<file path="src/rtl/simple_acc_pkg.sv">
// Shared types and constants for the simple accelerator datapath blocks.
package simple_acc_pkg;

    localparam int SpatParDef   = 4;
    localparam int DataWidthDef = 64;
    localparam int DepthDef     = 4;
    localparam int BeatCntWidth = 32;

    typedef logic [DataWidthDef-1:0] lane_elem_t;

    // Extracts lane idx from a packed multi-lane bus (lane i at [i*DataWidth +: DataWidth]).
    function automatic lane_elem_t lane_slice(
        input logic [SpatParDef*DataWidthDef-1:0] bus,
        input int                                 idx
    );
        return bus[idx*DataWidthDef +: DataWidthDef];
    endfunction

endpackage

</file>
<file path="src/rtl/simple_lane_fifo.sv">
// Single-clock per-lane FIFO; head is read straight from the storage register at rd_ptr,
// so a newly pushed element becomes visible one cycle after the push (no fall-through).
module simple_lane_fifo #(
    parameter int DataWidth = 64,
    parameter int Depth     = 4
) (
    input  logic                 clk_i,
    input  logic                 rst_i,
    input  logic                 clear_i,
    input  logic                 push_i,
    input  logic [DataWidth-1:0] data_i,
    input  logic                 pop_i,
    output logic [DataWidth-1:0] head_o,
    output logic                 full_o,
    output logic                 empty_o
);

    localparam int PtrWidth = $clog2(Depth);
    localparam int CntWidth = $clog2(Depth + 1);

    logic [DataWidth-1:0] mem [Depth];
    logic [PtrWidth-1:0]  rd_ptr;
    logic [PtrWidth-1:0]  wr_ptr;
    logic [CntWidth-1:0]  count;
    logic                 push_ok;
    logic                 pop_ok;

    // A full lane refuses a push even when it pops in the same cycle.
    always_comb begin
        full_o  = (count == CntWidth'(Depth));
        empty_o = (count == '0);
        push_ok = push_i && !full_o;
        pop_ok  = pop_i && !empty_o;
        head_o  = mem[rd_ptr];
    end

    // Storage array; contents need no reset because count gates visibility.
    always_ff @(posedge clk_i) begin
        if (push_ok && !rst_i && !clear_i) begin
            mem[wr_ptr] <= data_i;
        end
    end

    // Pointer and occupancy bookkeeping; pointers wrap modulo Depth.
    always_ff @(posedge clk_i) begin
        if (rst_i || clear_i) begin
            rd_ptr <= '0;
            wr_ptr <= '0;
            count  <= '0;
        end else begin
            if (push_ok) begin
                wr_ptr <= wr_ptr + PtrWidth'(1);
            end
            if (pop_ok) begin
                rd_ptr <= rd_ptr + PtrWidth'(1);
            end
            case ({push_ok, pop_ok})
                2'b10:   count <= count + CntWidth'(1);
                2'b01:   count <= count - CntWidth'(1);
                default: count <= count;
            endcase
        end
    end

endmodule

</file>
<file path="src/rtl/simple_lane_gather.sv">
// Re-joins SpatPar independent lane result streams into one wide stream; a wide word
// leaves only when every lane FIFO holds data, and all lanes pop together.
module simple_lane_gather
    import simple_acc_pkg::*;
#(
    parameter int SpatPar   = SpatParDef,
    parameter int DataWidth = DataWidthDef,
    parameter int Depth     = DepthDef
) (
    input  logic                         clk_i,
    input  logic                         rst_i,
    input  logic                         clear_i,
    input  logic [SpatPar*DataWidth-1:0] lane_data_i,
    input  logic [SpatPar-1:0]           lane_valid_i,
    output logic [SpatPar-1:0]           lane_ready_o,
    output logic [SpatPar*DataWidth-1:0] data_o,
    output logic                         valid_o,
    input  logic                         ready_i,
    output logic [BeatCntWidth-1:0]      beat_cnt_o
);

    logic [SpatPar-1:0]   lane_full;
    logic [SpatPar-1:0]   lane_empty;
    logic [DataWidth-1:0] lane_head [SpatPar];
    logic                 word_pop;

    // A clear cycle discards any pop so the flush wins over the handshake.
    assign valid_o      = &(~lane_empty);
    assign word_pop     = valid_o && ready_i && !clear_i;
    assign lane_ready_o = ~lane_full;

    for (genvar gi = 0; gi < SpatPar; gi++) begin : g_lane
        simple_lane_fifo #(
            .DataWidth (DataWidth),
            .Depth     (Depth)
        ) u_fifo (
            .clk_i   (clk_i),
            .rst_i   (rst_i),
            .clear_i (clear_i),
            .push_i  (lane_valid_i[gi]),
            .data_i  (lane_data_i[gi*DataWidth +: DataWidth]),
            .pop_i   (word_pop),
            .head_o  (lane_head[gi]),
            .full_o  (lane_full[gi]),
            .empty_o (lane_empty[gi])
        );
    end

    // Joined word is the lane heads side by side, forced to zero while not valid.
    always_comb begin
        data_o = '0;
        if (valid_o) begin
            for (int i = 0; i < SpatPar; i++) begin
                data_o[i*DataWidth +: DataWidth] = lane_head[i];
            end
        end
    end

    // Counts joined words taken downstream; wraps naturally at 2^32.
    always_ff @(posedge clk_i) begin
        if (rst_i || clear_i) begin
            beat_cnt_o <= '0;
        end else if (word_pop) begin
            beat_cnt_o <= beat_cnt_o + BeatCntWidth'(1);
        end
    end

endmodule

</file>
<file path="config.mk">
export PLATFORM = sky130hd
export DESIGN_NAME = simple_lane_gather
export DESIGN_NICKNAME = d
export VERILOG_FILES = /design/src/rtl/simple_acc_pkg.sv /design/src/rtl/simple_lane_fifo.sv /design/src/rtl/simple_lane_gather.sv
export SDC_FILE = /design/constraint.sdc
export NUM_CORES = 1
export LEC_CHECK = 0
export CAP_MARGIN = 20
export CORE_MARGIN = 8
export CORE_UTILIZATION = 59
export DETAILED_ROUTE_END_ITERATION = 16
export HOLD_SLACK_MARGIN = 0.02
export PLACE_DENSITY = 0.81
export SLEW_MARGIN = 20
export SYNTH_ARGS = -nofsm -noshare
export SYNTH_HDL_FRONTEND = slang
export SYNTH_SLANG_ARGS = --single-unit
</file>
<file path="constraint.sdc">
create_clock -name clk_i -period 4.75 [get_ports clk_i]
set_input_delay 0.7125 -clock clk_i [delete_from_list [all_inputs] [get_ports clk_i]]
set_output_delay 0.7125 -clock clk_i [all_outputs]
set_load 0.005 [all_outputs]
</file>
Word-level counts from Yosys, hierarchy flattened
Memories as Yosys holds them, arrays and structs flattened. A register that Yosys moved wholly into a read port is not among the register bits.
Cells that the tools add are included.

word-level totals
  bits in latches = 0
  bits of input ports = 264
  bits in read-only memories = 0
  register bits = 60
  output and inout bits = 293
  bits in writable memories = 1024
  memories = 4

memories
  name                  depth  width  read ports  clocked after memory_dff  wr ports  RTL line                RTL
  g_lane[0].u_fifo.mem  4      64     1           1                         1         simple_lane_fifo.sv:21  logic [DataWidth-1:0] mem [Depth];
  g_lane[1].u_fifo.mem  4      64     1           1                         1         simple_lane_fifo.sv:21
  g_lane[2].u_fifo.mem  4      64     1           1                         1         simple_lane_fifo.sv:21
  g_lane[3].u_fifo.mem  4      64     1           1                         1         simple_lane_fifo.sv:21

operators by class
  $add $sub $neg = 17
  mux-type cells = 21
  shift operators = 0
  $mul = 0
  reduce and logical (&&, ||, !) cells = 38
  equality and inequality tests = 12
  order comparisons = 0
  div/mod/pow operators = 0
  bitwise logic cells = 2

operator list
  kind                                              count
  2-to-1 mux 256 bit                                1
  adder 32 x 1 -> 32 bit, second input constant     1
  case mux 3 bit (2 select lines)                   4
  logical AND 1 bit                                 18
  adder 2 x 1 -> 2 bit, second input constant       8
  2-to-1 mux 2 bit                                  8
  adder 3 x 1 -> 3 bit, second input constant       4
  == test 3 bit, second input constant              4
  logical NOT 3 bit                                 4
  subtractor 3 x 1 -> 3 bit, second input constant  4
  logical NOT 1 bit                                 10
  == test 2 x 1 -> 1 bit, second input constant     4
  == test 2 bit, second input constant              4
  2-to-1 mux 1 bit                                  8
  NOT 4 bit                                         2
  nonzero test 2 bit                                4
  AND reduction 4 bit                               1
  logical OR 1 bit                                  1

Longest topological paths before layout
  depth in word-level cells = 8
  depth in mapped cells = 12
  gate-level depth less buffers = 10

Hierarchy
From an unflattened synthesis, not the netlist that was laid out.

second synthesis, totals
  cell total of the unflattened synthesis = 2039
  area, all modules = 42183.0 um^2

modules (own cells, without submodules)
  module                                   cells an instance  times used  seq. area each (um^2)  area each (um^2)
  simple_lane_fifo (g_lane[2].u_fifo ...)  389                2           7867.5                 9709.3
  simple_lane_fifo (g_lane[0].u_fifo ...)  389                2           7867.5                 9691.8
  simple_lane_gather                       483                1           640.6                  3380.7

Worst setup path after synthesis
No wires, ideal clock.

  path kind = input to register
  from = input port clear_i
  to = memory g_lane[2].u_fifo.mem[0][0] (enable)
  data required time = 4.321 ns
  cell stages on the path = 4
  arrival = 2.906 ns
  library setup time = 0.429 ns
  setup slack = 1.415 ns
  cells stage by stage = or2_2 clkbuf_1 nor2_1 and2_1

on the way
  longest elaborated chain between the ends = 4

ends and longest elaborated chain
  item                                    RTL line                  RTL
  start, declared                         simple_lane_gather.sv:12  input logic clear_i,
  logical NOT 1 bit                       simple_lane_fifo.sv:39    if (push_ok && !rst_i && !clear_i) begin
  logical AND 1 bit                       simple_lane_fifo.sv:39
  2-to-1 mux 1 bit                        simple_lane_fifo.sv:39
  2-to-1 mux 1 bit (not written as such)  simple_lane_fifo.sv:40    mem[wr_ptr] <= data_i;
  end, declared                           simple_lane_fifo.sv:21

No other way between the ends.

Final worst setup path
  from = register g_lane[0].u_fifo.count[0]
  to = output port data_o[223]

on the way
  longest elaborated chain between the ends = 4

ends and longest elaborated chain
  item                    RTL line                  RTL
  start, declared         simple_lane_fifo.sv:24    logic [CntWidth-1:0] count;
  start signal, assigned  simple_lane_fifo.sv:58    2'b10: count <= count + CntWidth'(1);
  start signal, assigned  simple_lane_fifo.sv:59    2'b01: count <= count - CntWidth'(1);
  start signal, assigned  simple_lane_fifo.sv:60    default: count <= count;
  logical NOT 3 bit       simple_lane_fifo.sv:31    empty_o = (count == '0);
  NOT 4 bit               simple_lane_gather.sv:28  assign valid_o = &(~lane_empty);
  AND reduction 4 bit     simple_lane_gather.sv:28
  2-to-1 mux 256 bit      simple_lane_gather.sv:52  if (valid_o) begin
  end, declared           simple_lane_gather.sv:16  output logic [SpatPar*DataWidth-1:0] data_o,

No other way between the ends.

==> metrics.md <==
| Metric | Value |
|---|---|
| Worst setup EP type | primary output |
| Final hold vios | 0 |
| Routed WL per cell | around 27 um |
| Origin of the worst setup path | g_lane[0].u_fifo.count[0] |
| RSZ-0062 raised after global routing | no |
| Final nets | approximately 2.9k |
| # placed instances | 3447 |
| Clock Path Buffers | 3 |
| Resize count post-CTS | 0 |
| YS warnings | 0 |
| Kind of cell adding the most delay to the critical path | buffers and inverters |
| Layout cells sized above 1 | between 10% and 20% |
| Seq cells post-synth | 1092 |
| Outcome | finished clean |
| Largest net degree at the start of global routing | 74 |
| Startpoint Class | flip-flop |
| Internal power | 15.4 mW |
| Count of final setup violators | 0 |
| Initial antenna violation count | 44 |
| Clk slew on worst S/H paths | 60 ps |
| CP Max Fanout | 73 |
| Hold wc startpoint | beat_cnt_o[31] |
| Vias in the first global route | 23.0k |
| Non-Filler Instances | approximately 3.7k |
| Power, Total | 19.1 mW |
| Cell chain of the critical path | nor3_1 > or4_1 > buf_4 > inv_6 > buf_12 > and2_1 > clkdlybuf4s50_1 |
| Die span in x | ~280 um |
| Worst hold path type | flip-flop to flip-flop |
| Syn Inst Count | ~2k |
| Sequential Area | around 32000 um2 |
| Total gr overflow | 0 |
| Fmax achieved | approximately 0.23 GHz |
| Reg-to-Reg Start | g_lane[0].u_fifo.count[0] |
| Area of the core | about 70000 um2 |
| DRC violation count after routing | 0 |
| TritonCTS Buffers | around 110 |
| CTS Sinks | around 1.1k |
| Fin. max-slew vios | 0 |
| Mapped Nets | around 2.3k |
| Max-slew headroom | 34.5% |
| Filler cells | 3865 |
| Number of H-tree levels | 3 |
| Slew of the pin with the lowest slew margin | around 980 ps |
| Switching power of the nets | 3.78 mW |
| Root buf cell | clkbuf_16 |
| Initial core utilization | about three fifths |
| Vias per Instance | roughly 5.9 |
| Fin crit period | between 4000 and 5000 ps |
| GPL Wtd Cong | a little over 0.8 |
| Leakage power | between 15 and 20 nW |
| Synth cell types | 35 |
| Clock skew | between 20 and 30 ps |
| Violation count after the first detailed-routing iteration | 1912 |
| Period utilization | between 90% and 100% |
| Clock Power Share | approximately two fifths |
| Post-synthesis instance area | 41800 um2 |
| CP Data Arrival Time | roughly 3600 ps |
| Worst VDD drop | 0.342 mV |
| CTS tree | built |
| Finished layout cell area | around 52000 um2 |
| Maximum Capacitance Violations | 0 |
| Total Routing Usage GR | between 20% and 30% |
| Vias | around 22k |
| Sum Neg Setup Slack | 0 ps |
| Post-CTS setup repair buffer count | 0 |
| Slowest-stage cell, CP | or4_1 |
| Die Height | 282 um |
| Post-route ant nets | 0 |
| # IOs | between 500 and 600 |
| Hpwl dp | ~60 mm |
| Seq/Total Area, Yosys | 76.9% |
| Placed cell area | about 50000 um2 |
| Critical path data required time | just over 4000 ps |
| Max stage delay on crit path | 560 ps |
| Avg Inst Size Synth | ~21 um2 |
| Crit Path Class | flip-flop to primary output |
| Cts hold-fix bufs | 0 |
| Pwr Density | roughly 370 nW/um2 |
| Clk_lat worst skew | between 600 and 700 ps |
| Seq pwr share | a little under three fifths |
| Comb pwr share | 2.6% |
| Row count | 97 |
| Net Sw Frac | 19.7% |
| Die area | 79500 um2 |
| Drt pass-1 iters | 7 |
| Port buffer count | around 560 |
| First-pass GRT wire length | about 140 mm |
| Area taken by multi-input logic gates | just over 9000 um2 |
| Area Overhead vs Synth | 24.9% |
| Bufs and invs on worst path | 4 |
| DRT Wirelength | 98.7 mm |
-- layer usage --
metal,share of wire (%),up-vias,GRT usage [%]
li1,-,9277,-
met1,35,11100,28.7
met2,53,886,41.8
met3,8.4,197,6.66
met4,3.2,24,9.57
met5,0.15,-,0
-- layout make-up --
cell class              count  area share (%)
clock inverters            56           0.857
well taps                 940            2.26
repair buffers            603            11.8
inverters                  20           0.154
clock buffers             142            5.51
multi-input cells         792            17.6
diodes                     34           0.163
flip-flops and latches   1092            61.6
-- flip-flops by register name, indices dropped and copies added (netlist names), named ones only --
signal	count
g_lane.u_fifo.rd_ptr	8
beat_cnt_o	32
g_lane.u_fifo.wr_ptr	8
g_lane.u_fifo.mem	1024
g_lane.u_fifo.count	12
-- stage by stage --
stage / setup slack (ps) / hold slack [ps] / utilization, %
4_1_cts: 409 / 501 / 74.3
5_1_grt: 318 / 524 / 74.4
3_5_place_dp: 1050 / 493 / 69.6
3_3_place_gp: 1150 / 475 / 69.6
6_report: 449 / 496 / 74.4
2_1_floorplan: 1410 / 469 / -
-- path summary, 6_finish.rpt --
path	endpoint	slack, ps	cells past startpoint
max	data_o[223]	450	7
min	beat_cnt_o[31]	500	2
max reg2reg	g_lane[3].u_fifo.count[2]	1060	11
min reg2reg	beat_cnt_o[31]	500	2
-- cell usage after synthesis --
cell | count | area share (%)
a21oi_1 | 20 | 0.24
and2_1 | 276 | 4.1
and3_1 | 3 | 0.045
and4_1 | 1 | 0.021
and4b_1 | 1 | 0.024
buf_1 | 32 | 0.29
buf_6 | 1 | 0.027
clkbuf_1 | 68 | 0.61
clkbuf_2 | 1 | 0.012
dfxtp_1 | 68 | 3.3
edfxtp_1 | 1024 | 74
fa_1 | 4 | 0.19
ha_1 | 21 | 0.63
inv_1 | 20 | 0.18
mux2i_1 | 1 | 0.024
mux4_2 | 256 | 14
nand2_1 | 22 | 0.20
nand2b_1 | 1 | 0.015
nand3_1 | 24 | 0.29
nand4_1 | 9 | 0.13
nand4_2 | 1 | 0.030
nor2_1 | 54 | 0.49
nor2b_1 | 1 | 0.015
nor3_1 | 10 | 0.12
nor4_1 | 8 | 0.12
nor4bb_1 | 1 | 0.024
o211ai_1 | 1 | 0.018
o21a_1 | 4 | 0.072
o21ai_0 | 9 | 0.11
o31ai_1 | 2 | 0.036
or2_2 | 1 | 0.015
or3_1 | 15 | 0.22
or4_1 | 6 | 0.11
xnor2_1 | 23 | 0.48
xor2_1 | 17 | 0.36
-- power by group through the flow --
stage	logic, mW	clock network [mW]	registers [mW]
2_1_floorplan	0.128	0	10.8
4_1_cts	0.505	8.12	10.6
3_3_place_gp	0.471	0	10.8
6_report	0.506	7.99	10.6
5_1_grt	0.537	8.50	10.6
3_5_place_dp	0.497	0	10.8
-- worst min-delay path, stage by stage, from the launching register on --
cell and delay (ps):
dfxtp_1 320, o21ai_0 70, a21oi_1 60
-- cell families (layout without fill, tap and decap cells) --
| kind of cell | after synthesis | after routing | share of synthesized area (%) |
|---|---|---|---|
| adder cells (fa/ha/maj) | 25 | 25 | 0.821 |
| XOR/XNOR | 40 | 40 | 0.839 |
| AO/OA/AOI/OAI | 36 | 36 | 0.474 |
| AND/OR/NAND/NOR | 434 | 434 | 6.00 |
| buffers and inverters | 122 | 821 | 1.12 |
| other | 0 | 34 | 0 |
| flip-flops | 1092 | 1092 | 76.9 |
| multiplexers | 257 | 257 | 13.8 |
-- cells in the final DEF, fill, tap and decap left out, types with 6 or more instances in the layout --
cell type,Yosys,routed
a21oi_1,20,20
and2_1,276,260
and2_2,0,16
buf_12,0,18
buf_4,0,29
clkbuf_1,68,30
clkbuf_16,0,108
clkdlybuf4s50_1,0,556
clkinv_1,0,21
clkinv_2,0,22
dfxtp_1,68,60
diode_2,0,34
edfxtp_1,1024,1024
ha_1,21,21
inv_1,20,19
mux4_2,256,256
nand2_1,22,22
nand3_1,24,24
nand4_1,9,9
nor2_1,54,54
nor3_1,10,10
nor4_1,8,8
o21ai_0,9,9
or3_1,15,15
or4_1,6,6
xnor2_1,23,23
xor2_1,17,17
(Power assumes the default switching activity.)
